### config.mk
export PLATFORM = sky130hd
export DESIGN_NAME = program_loader
export DESIGN_NICKNAME = d
export VERILOG_FILES = /design/src/rtl/program_loader_pkg.sv /design/src/rtl/program_loader.sv
export SDC_FILE = /design/constraint.sdc
export NUM_CORES = 1
export LEC_CHECK = 0
export CORE_MARGIN = 5
export CORE_UTILIZATION = 45
export DETAILED_ROUTE_END_ITERATION = 16
export PLACE_DENSITY = 0.69
export SYNTH_ARGS = -nofsm -noshare
export SYNTH_HDL_FRONTEND = slang
export SYNTH_SLANG_ARGS = --single-unit
export TNS_END_PERCENT = 5
### constraint.sdc
create_clock -name clk -period 2.8 [get_ports clk]
set_input_delay 0.56 -clock clk [delete_from_list [all_inputs] [get_ports clk]]
set_output_delay 0.56 -clock clk [all_outputs]
set_load 0.05 [all_outputs]
### src/rtl/program_loader_pkg.sv
// Shared definitions for the program loader and the computer's instruction decoder.
package program_loader_pkg;

  typedef enum logic [2:0] {
    S_IDLE,
    S_LEN,
    S_HI,
    S_LO,
    S_CHK,
    S_DONE,
    S_ERR
  } state_t;

  localparam int HI_RSVD_BIT = 7;
  localparam int OPCODE_W    = 7;
  localparam int LIT_W       = 8;

endpackage

### src/rtl/program_loader.sv
// Byte-stream program loader: LEN, N x {HI, LO}, CHK -> instruction memory writes,
// holding the computer in reset until a checksum-verified image has been written.
module program_loader
  import program_loader_pkg::*;
#(
  parameter int ADDR_W  = 8,
  parameter int INSTR_W = 15
) (
  input  logic               clk,
  input  logic               reset,
  input  logic               start,
  input  logic [7:0]         rx_data,
  input  logic               rx_valid,
  output logic               rx_ready,
  output logic               im_we,
  output logic [ADDR_W-1:0]  im_addr,
  output logic [INSTR_W-1:0] im_wdata,
  output logic               cpu_reset,
  output logic               busy,
  output logic               done,
  output logic               error,
  output logic [ADDR_W:0]    word_count
);

  localparam int CW   = ADDR_W + 1;
  localparam int HI_W = INSTR_W - LIT_W;
  localparam logic [CW-1:0] LEN_MAX = CW'(1) << ADDR_W;

  state_t          state;
  logic [CW-1:0]   len;
  logic [7:0]      acc;
  logic [HI_W-1:0] hi_bits;
  logic            accept;

  assign accept = rx_valid && rx_ready;

  always_ff @(posedge clk or negedge reset) begin
    if (!reset) begin
      state      <= S_IDLE;
      len        <= '0;
      acc        <= '0;
      hi_bits    <= '0;
      rx_ready   <= 1'b0;
      im_we      <= 1'b0;
      im_addr    <= '0;
      im_wdata   <= '0;
      cpu_reset  <= 1'b0;
      busy       <= 1'b0;
      done       <= 1'b0;
      error      <= 1'b0;
      word_count <= '0;
    end else begin
      im_we <= 1'b0;
      case (state)
        S_IDLE, S_DONE, S_ERR: begin
          if (start) begin
            state      <= S_LEN;
            done       <= 1'b0;
            error      <= 1'b0;
            word_count <= '0;
            im_addr    <= '0;
            acc        <= '0;
            cpu_reset  <= 1'b1;
            busy       <= 1'b1;
            rx_ready   <= 1'b1;
          end
        end
        S_LEN: begin
          if (accept) begin
            // LEN of zero encodes a full-depth image
            len   <= (rx_data == 8'd0) ? LEN_MAX : CW'(rx_data);
            acc   <= rx_data;
            state <= S_HI;
          end
        end
        S_HI: begin
          if (accept) begin
            acc <= acc ^ rx_data;
            if (rx_data[HI_RSVD_BIT]) begin
              state    <= S_ERR;
              error    <= 1'b1;
              busy     <= 1'b0;
              rx_ready <= 1'b0;
            end else begin
              hi_bits <= rx_data[HI_W-1:0];
              state   <= S_LO;
            end
          end
        end
        S_LO: begin
          if (accept) begin
            acc        <= acc ^ rx_data;
            im_we      <= 1'b1;
            im_addr    <= word_count[ADDR_W-1:0];
            im_wdata   <= {hi_bits, rx_data};
            word_count <= word_count + 1'b1;
            state      <= (word_count + 1'b1 == len) ? S_CHK : S_HI;
          end
        end
        S_CHK: begin
          if (accept) begin
            busy     <= 1'b0;
            rx_ready <= 1'b0;
            if (rx_data == acc) begin
              state     <= S_DONE;
              done      <= 1'b1;
              cpu_reset <= 1'b0;
            end else begin
              state <= S_ERR;
              error <= 1'b1;
            end
          end
        end
        default: state <= S_IDLE;
      endcase
    end
  end

endmodule

Word level (Yosys, flattened, before mapping)
Index checks and enable logic that the tools add are counted.
{"block": "word_totals", "out_inout_bits": 38, "word_cells": 88, "regBits": 64, "input_bits": 12}
{"block": "op_classes", "mux": 38, "addsub": 1, "reduce_logical": 18, "n_eq_ne": 17, "n_bitwise": 2}
{"cell": "8-bit two-way mux", "count": 4}
{"cell": "9-bit two-way mux", "count": 3}
{"cell": "8-bit one-hot mux with 3 select lines", "count": 1}
{"cell": "3-bit two-way mux", "count": 7}
{"cell": "9-bit one-hot mux with 2 select lines", "count": 1}
{"cell": "2-bit != test, second input constant", "count": 8}
{"cell": "8-bit one-hot mux with 2 select lines", "count": 1}
{"cell": "1-bit two-way mux", "count": 15}
{"cell": "3-bit one-hot mux with 5 select lines", "count": 1}
{"cell": "5-bit AND reduction", "count": 2}
{"cell": "9-bit by 1-bit adder with 9-bit output, second input constant", "count": 1}
{"cell": "3-bit equality test, second input constant", "count": 3}
{"cell": "9-bit equality test", "count": 1}
{"cell": "8-bit equality test", "count": 1}
{"cell": "8-bit zero test", "count": 1}
{"cell": "4-bit AND reduction", "count": 2}
{"cell": "8-bit XOR", "count": 1}
{"cell": "3-bit by 2-bit equality test with 1-bit output, second input constant", "count": 2}
{"cell": "1-bit one-hot mux with 3 select lines", "count": 2}
{"cell": "3-bit AND reduction", "count": 2}
{"cell": "6-bit AND reduction", "count": 1}
{"cell": "3-bit nonzero test", "count": 2}
{"cell": "1-bit one-hot mux with 2 select lines", "count": 2}
{"cell": "2-bit AND reduction", "count": 2}
{"cell": "other kinds (9)", "count": 10}

Depth between registers and ports, before layout
Gate-level depths: netlist of the first run.
{"block": "logic_depth", "ltp_word": 5, "ltp_mapped": 8, "mapped_depth_nobuf": 6}

Least setup slack after synthesis of the first run
Ideal clock, no wire load.
{"block": "synth_timing", "path_kind": "register -> register", "startpoint": "register word_count[0]", "endpoint": "register state[1]", "path_slack_ns": 0.372, "n_path_buf": 0, "arrival_time_ns": 2.286, "period_less_slack_ns": 2.428, "path_stages_with_launch": 7, "setup_time_ns": 0.142, "cell_sequence": "dfrtp_1 -> ha_1 -> nand3_4 -> or3_1 -> a2111oi_2 -> o2111a_1 -> o221ai_1"}
{"block": "synth_between", "elab_chain_len": 5}
{"element": "from (decl)", "line": "program_loader.sv:22", "rtl": "output logic [ADDR_W:0] word_count"}
{"element": "from (signal assigned)", "line": "program_loader.sv:96", "rtl": "word_count <= word_count + 1'b1;"}
{"element": "9-bit by 1-bit adder with 9-bit output", "line": "program_loader.sv:97", "rtl": "state <= (word_count + 1'b1 == len) ? S_CHK : S_HI;"}
{"element": "9-bit equality test", "line": "program_loader.sv:97"}
{"element": "3-bit two-way mux", "line": "program_loader.sv:97"}
{"element": "3-bit two-way mux", "line": "program_loader.sv:91", "rtl": "if (accept) begin"}
{"element": "3-bit one-hot mux with 5 select lines", "line": "program_loader.sv:54", "rtl": "case (state)"}
{"element": "to (signal assigned)", "line": "program_loader.sv:97"}
{"element": "to (decl)", "line": "program_loader.sv:29", "rtl": "state_t state;"}
Every way passes these cells. The select of a mux whose other input is x is not followed.
A chain may end at the register's enable or synchronous reset.

Worst setup path after layout of the first run
{"block": "layout_timing", "startpoint": "register state[2]", "endpoint": "register word_count[3]"}
{"block": "layout_between", "elab_chain_len": 4}
{"element": "3-bit equality test / 3-bit zero test (equally long branches)", "line": "program_loader.sv:54"}
{"element": "3-bit OR reduction", "line": "program_loader.sv:54"}
{"element": "2-bit != test (no source line) / 2-bit nonzero test (equally long branches)"}
{"element": "3-bit AND reduction (no source line)"}
Several ways; a longest one is shown, not always the timed one.

==> results of run 1 <==
## worst max-delay path by stage
stage	from	endpoint	slack [ns]	cells after the start
after floorplan	word_count[0]$_DFFE_PN0P_	state[1]$_DFFE_PN0P_	0.37	6
final	state[2]$_DFFE_PN0P_	word_count[3]$_DFFE_PN0P_	0.44	6
after global routing	state[2]$_DFFE_PN0P_	word_count[3]$_DFFE_PN0P_	0.21	6
after CTS	state[2]$_DFFE_PN0P_	word_count[3]$_DFFE_PN0P_	0.44	6
after detailed placement	rx_valid	word_count[3]$_DFFE_PN0P_	0.13	7
after global placement	rx_valid	acc[0]$_DFFE_PN0P_	0.20	6
## cells by family (layout without fill, tap and decap cells)
family,Yosys count,in the layout,share of synthesized area
AND/OR/NAND/NOR,138,138,0.1946
AO/OA/AOI/OAI,77,77,0.1558
flip-flops,64,64,0.4973
buffers and inverters,26,89,0.03458
XOR/XNOR,18,18,0.04895
multiplexers,17,17,0.05866
adder cells (fa/ha/maj),3,3,0.01010
## placed cells by master (no fill, tap or decap), drive strengths merged, types with 3 or more instances in the layout
cell,instances
o21ai,36
a22o,9
mux2,15
inv,6
nand2b,3
dfrtp,64
or3,5
nor2,30
nand3,8
o22ai,3
xnor2,7
nor4,5
nor3,5
a21oi,10
clkdlybuf4s50,48
xor2,11
buf,20
nand2,69
clkbuf,11
nor2b,3
a21o,3
## stage by stage
| step | power [mW] | utilization | setup slack, ns | area, um^2 |
|---|---|---|---|---|
| finish | 4.447 | 0.5942 | 0.4391 | 4081 |
| global route | 4.730 | 0.5942 | 0.2142 | 4081 |
| CTS | 4.469 | 0.5942 | 0.4388 | 4081 |
| detailed placement | 3.623 | 0.5648 | 0.1309 | 3880 |
| global placement | 3.575 | 0.5648 | 0.1966 | 3880 |
| floorplan | 2.983 | - | 0.3717 | 3221 |
## flip-flops by register name, indices dropped and copies added (netlist names)
register	count
im_wdata	15
len	9
word_count	9
acc	8
im_addr	8
hi_bits	7
state	3
busy	1
cpu_reset	1
done	1
error	1
im_we	1
## where the power goes
| group | leakage (nW) | switching, mW | internal, mW | total [mW] |
|---|---|---|---|---|
| Sequential | 0.817 | 0.272 | 1.24 | 1.51 |
| Combinational | 0.907 | 1.28 | 0.824 | 2.10 |
| Clock | 0.103 | 0.340 | 0.494 | 0.834 |
## synth_stat cells, types with 2 or more instances
cell type | instances | share of area
nand2b_1 | 3 | 0.0058
nand3_1 | 6 | 0.0093
nand4b_1 | 2 | 0.0054
nor3_1 | 5 | 0.0078
or3_1 | 4 | 0.0078
mux2_2 | 15 | 0.052
a21oi_1 | 10 | 0.016
clkbuf_1 | 11 | 0.013
o22ai_1 | 3 | 0.0058
xor2_1 | 11 | 0.030
inv_1 | 6 | 0.0070
nand4_1 | 2 | 0.0039
dfrtp_1 | 64 | 0.50
maj3_1 | 2 | 0.0062
nor2b_1 | 3 | 0.0058
xnor2_1 | 7 | 0.019
a21o_1 | 3 | 0.0070
buf_2 | 8 | 0.012
mux2i_1 | 2 | 0.0062
and3_1 | 2 | 0.0039
a2bb2oi_1 | 2 | 0.0054
nand2_1 | 69 | 0.080
o2111a_1 | 2 | 0.0070
nor2_1 | 30 | 0.035
nor4_1 | 5 | 0.0097
o21ai_0 | 36 | 0.056
a22o_1 | 8 | 0.022
## layout make-up
class | count | area [um^2] | area share
flip-flops and latches | 64 | 1602 | 0.3924
repair buffers | 68 | 628.1 | 0.1539
multi-input cells | 253 | 1508 | 0.3694
clock buffers | 11 | 131.4 | 0.03219
inverters | 6 | 22.52 | 0.005518
clock inverters | 4 | 70.07 | 0.01717
well taps | 96 | 120.1 | 0.02943
## layer usage
layer	part of all wire	GRT usage
met1	0.45	0.2501
met2	0.48	0.3147
met3	0.051	0.04781
met4	0.013	0.05409
met5	0	0
## critical path: cells and delay by family, from the launching register on
kind | cells | cell delay [ns]
compound gates | 3 | 0.93
flops | 1 | 0.69
xor+xnor | 1 | 0.25
buf+inv | 1 | 0.28
simple gates | 1 | 0.12
==> results.md, run 1 <==
- Post-route ant nets: 0
- Initial DRC Count: around 140
- WL/cell: 15.90 um
- Setup violations, final: 0
- CTS tree: yes
- R2R Path End: word_count[3]$_DFFE_PN0P_
- Die Y: 94.60 um
- Worst-Margin Slew: 0.9299 ns
- Critical Path AT: 2.61 ns
- Worst EP required: a little over 3 ns
- Slew HR: 0.3763
- TritonCTS buffer count: 9
- Pleak: 1.828 nW
- Worst vdd ir: 0.5977 mV
- Final Non-Filler Cells: about 500
- Worst skew pair latency: 0.33 ns
- Layout fillers: 608
- Dpl cells: 487
- Startpoint Class: register
- TritonRoute pass-1 iters: 6
- Hold Crit Class: in -> async
- Synth Instances: 343
- Worst Skew: 0.004441 ns
- Worst hold slack: between 0.2 and 0.3 ns
- Routability cong.: 0.9281
- Grt ovf: 0
- PostCTS Resize Cnt: 0
- Area Overhead vs Synth: 26.73%
- Clk sink count: 64
- Final Cycle Share: 0.8432
- Std-Cell Core Area: 6869 um^2
- Reg2reg start: state[2]$_DFFE_PN0P_
- Site Rows: 30
- CP Class: reg -> reg
- DR vias: roughly 2700
- Syn Area/Cell: around 9.4 um^2
- # hold bufs at CTS: 0
- Clock Root Buffer: clkbuf_8
- Die Area: 8949 um^2
- Min Tclk post-route: 2.361 ns
- CP endpoint kind: register
- Final Hold Fails: 0
- Post-synth EDFFs: 0
- Status: completed
- Worst path max stage delay: 0.72 ns
- CP dominant cell by count: a21oi_1
- Flop2flop setup slack: 0.44 ns
- Clock Pin Slew Worst Setup and Hold Paths: about 0.07 ns
- Reg2Reg Depth: 6
- Port-buffer cells: 49
- Async SR Flop Fraction: 1.000
- Routed wire length: 7984 um
- Initial Utilization: 0.4689
- Die width: 94.60 um
- Vias per Instance: 5.408
- IO Count: 50
- Register area share after synthesis: 0.4973
- Max-cap violations: 0
- Power Dens Cells: 1090 nW/um^2
- Post-CTS Setup Bufs: 0
- Fin. max-slew vios: 0
- Max Clock Freq: 423.6 MHz
- Worst path cell trace: xor2_1, nor3b_1, a21oi_1, buf_4, a21oi_1, o21ai_0
- Global-route wire length before repair: 13230 um
- Antenna diodes: 0
- Clk buf depth: 2
- RSZ-0062 raised after global routing: false
- Fin nets: roughly 420
- Ys Warns: 0
- Largest net degree at the start of global routing: 32
- Dpl hpwl: 5625 um
- CP Max Fanout: 19
- Register bit total from synthesis: 64
- Number of global-route vias before repair: 2700
- # H-tree levels: 3
- CP max stage cell: a21oi_1
- Setup tns final: 0 ns
- Main synth FF type: dfrtp_1
- Syn Nets: around 360
- Count of cell types in the netlist: 49
- Initial antenna violation count: 0
- Layout cells sized above 1: 0.1330
- Gr usage total: 0.1912
- Post-Syn Area: 3221 um^2
- DRC: 0
Note: power is estimated with default switching activity, not from simulation.
==> inputs of run 2 (changes only) <==
--- a/config.mk
+++ b/config.mk
@@ -8,7 +8,7 @@
 export CORE_MARGIN = 5
 export CORE_UTILIZATION = 45
 export DETAILED_ROUTE_END_ITERATION = 16
-export PLACE_DENSITY = 0.69
+export PLACE_DENSITY = 0.71
 export SYNTH_ARGS = -nofsm -noshare
 export SYNTH_HDL_FRONTEND = slang
 export SYNTH_SLANG_ARGS = --single-unit
==> constraint.sdc (replaced) <==
create_clock -name clk -period 2.05 [get_ports clk]
set_input_delay 0.41 -clock clk [delete_from_list [all_inputs] [get_ports clk]]
set_output_delay 0.41 -clock clk [all_outputs]
set_load 0.05 [all_outputs]
==> run 2 against run 1 <==
  * Utilization up 3.3 points
  * Clock-buffer cell count down 1
  * Sequential share of layout area down 1.9 points
  * Critical path depth down 5
  * Critical path type is now reg -> out
  * Highest routed layer unchanged
==> results.md, run 2 (synthesis gave the netlist of run 1 again) <==
- Status: completed
- Worst path max stage delay: around 0.82 ns
- Commonest non-fill, non-tap cell in the layout: nand2_1
- Largest registers: im_wdata (15), len (9), word_count (9)
- Setup violations, final: 0
- Pleak: 2.001 nW
- # hold bufs at CTS: 0
- CP max stage cell: clkdlybuf4s50_1
- CP endpoint kind: output pin
- Crit. Startpoint: word_count[8]$_DFFE_PN0P_
- PnR worst setup slack: 0.06817 ns
- Startpoint Class: register
- Worst-Margin Slew: just over 0.5 ns
- Layout cells sized above 1: 0.2233
- Clk buf depth: 2
- Slew HR: 0.6574
- Global-route wire length before repair: 13510 um
- Dpl cells: 510
- Post-route ant nets: 0
- IO Count: 50
- Gr usage total: 0.1938
- CTS tree: yes
- Worst skew pair latency: 0.34 ns
- Final Cycle Share: 0.9667
- Dpl hpwl: 5575 um
- Hold Crit Class: in -> async
- TritonCTS buffer count: 9
- Area Overhead vs Synth: 33.84%
- Initial Utilization: 0.4689
- Cell count along the critical path: 1
- Site Rows: 30
- Reg2reg start: word_count[0]$_DFFE_PN0P_
- DR vias: 2760
- Reg2Reg Depth: 6
- Fin nets: 438
- Worst hold slack: 0.06481 ns
- Fin. max-slew vios: 0
- CP Max Fanout: 4
- # H-tree levels: 3
- Largest net degree at the start of global routing: 65
- Std-Cell Core Area: about 7000 um^2
- Port-buffer cells: 49
- DRC: 0
- WL/cell: 15.13 um
- Clock Root Buffer: clkbuf_8
- Critical Path AT: roughly 1.6 ns
- Vias per Instance: 5.247
- Largest register FFs: 15
- Antenna diodes: 0
- Power Dens Cells: 1482 nW/um^2
- CP Class: reg -> out
- Initial DRC Count: about 130
- Clock Pin Slew Worst Setup and Hold Paths: 0.08 ns
- Most frequent cells in the layout: nand2_1, dfrtp_1, buf_4
- Final Hold Fails: 0
- Die Area: between 8000 and 9000 um^2
- Pre-CTS WS: -0.1330 ns
- Max Clock Freq: roughly 500 MHz
- Clk sink count: 64
- Final Non-Filler Cells: 526
- Largest register by flop count: im_wdata
- Routability cong.: 0.9122
- Die Y: between 90 and 100 um
- Number of global-route vias before repair: 2741
- Max-cap violations: 0
- Worst Skew: 0.008393 ns
- Worst vdd ir: 0.8214 mV
- Placed Area: 4076 um^2
- Cell area after layout: 4310 um^2
- Min Tclk post-route: 1.982 ns
- Worst EP required: 1.64 ns
- Worst path cell trace: clkdlybuf4s50_1
- Grt ovf: 0
- Post-CTS Setup Bufs: 0
- Buf/Inv on CP: 1
- Routed wire length: 7958 um
- Initial antenna violation count: 0
- RSZ-0062 raised after global routing: true
- Die width: around 95 um
- TritonRoute pass-1 iters: 5
- Final core utilization: 0.6275
- Cell family with most CP delay: buffers and inverters
[run 2: cell count changes in the layout (fill, tap and decap cells not counted), moves of 5 or more]
| cell | previous run | this run |
|---|---|---|
| clkdlybuf4s50_1 | 48 | 36 |
| dfrtp_2 | 0 | 5 |
| buf_4 | 19 | 49 |
| dfrtp_1 | 64 | 58 |
[run 2: through the flow]
stage	TNS, ns	power (mW)
after floorplan	0	4.096
after global placement	-0.9215	5.092
after detailed placement	-0.9548	5.139
after CTS	0	6.417
after global routing	-0.01695	6.832
final	0	6.388
[run 2: area by class of cell]
| class | count | area, um^2 |
|---|---|---|
| Fill cell | 573 | 2559 |
| Tap cell | 96 | 120.1 |
| Clock buffer | 10 | 137.6 |
| Inverter | 6 | 22.52 |
| Multi-Input combinational cell | 253 | 1520 |
| Timing Repair Buffer | 91 | 807.0 |
| Clock inverter | 6 | 91.34 |
| Sequential cell | 64 | 1612 |
[run 2: path summary, 6_finish.rpt]
path	to	slack, ns
max reg2reg	state[1]$_DFFE_PN0P_	0.11
max in group asynchronous	word_count[0]$_DFFE_PN0P_	1.67
min in group clk	im_wdata[12]$_DFFE_PN0P_	0.47
max	word_count[8]	0.07
min	im_wdata[12]$_DFFE_PN0P_	0.06
min reg2reg	im_wdata[12]$_DFFE_PN0P_	0.47
[run 2: where the power goes]
part	total [mW]	switching [mW]	internal [mW]
Sequential	2.08	0.383	1.70
Combinational	3.04	1.77	1.27
Clock	1.26	0.540	0.724
Total	6.39	2.69	3.70
[run 2: per-layer routing]
layer | GRT usage | vias up | part of all wire
li1 | - | 1357 | -
met1 | 0.2600 | 1327 | 0.46
met2 | 0.3095 | 72 | 0.48
met3 | 0.05418 | 4 | 0.052
met4 | 0.04928 | 0 | 0.0074
met5 | 0 | - | 0
[run 2: what timing repair did]
action,CTS,global route
cloned,0,0
pin swaps,0,0
gates resized for setup,1,3
setup endpoints to repair,1,4
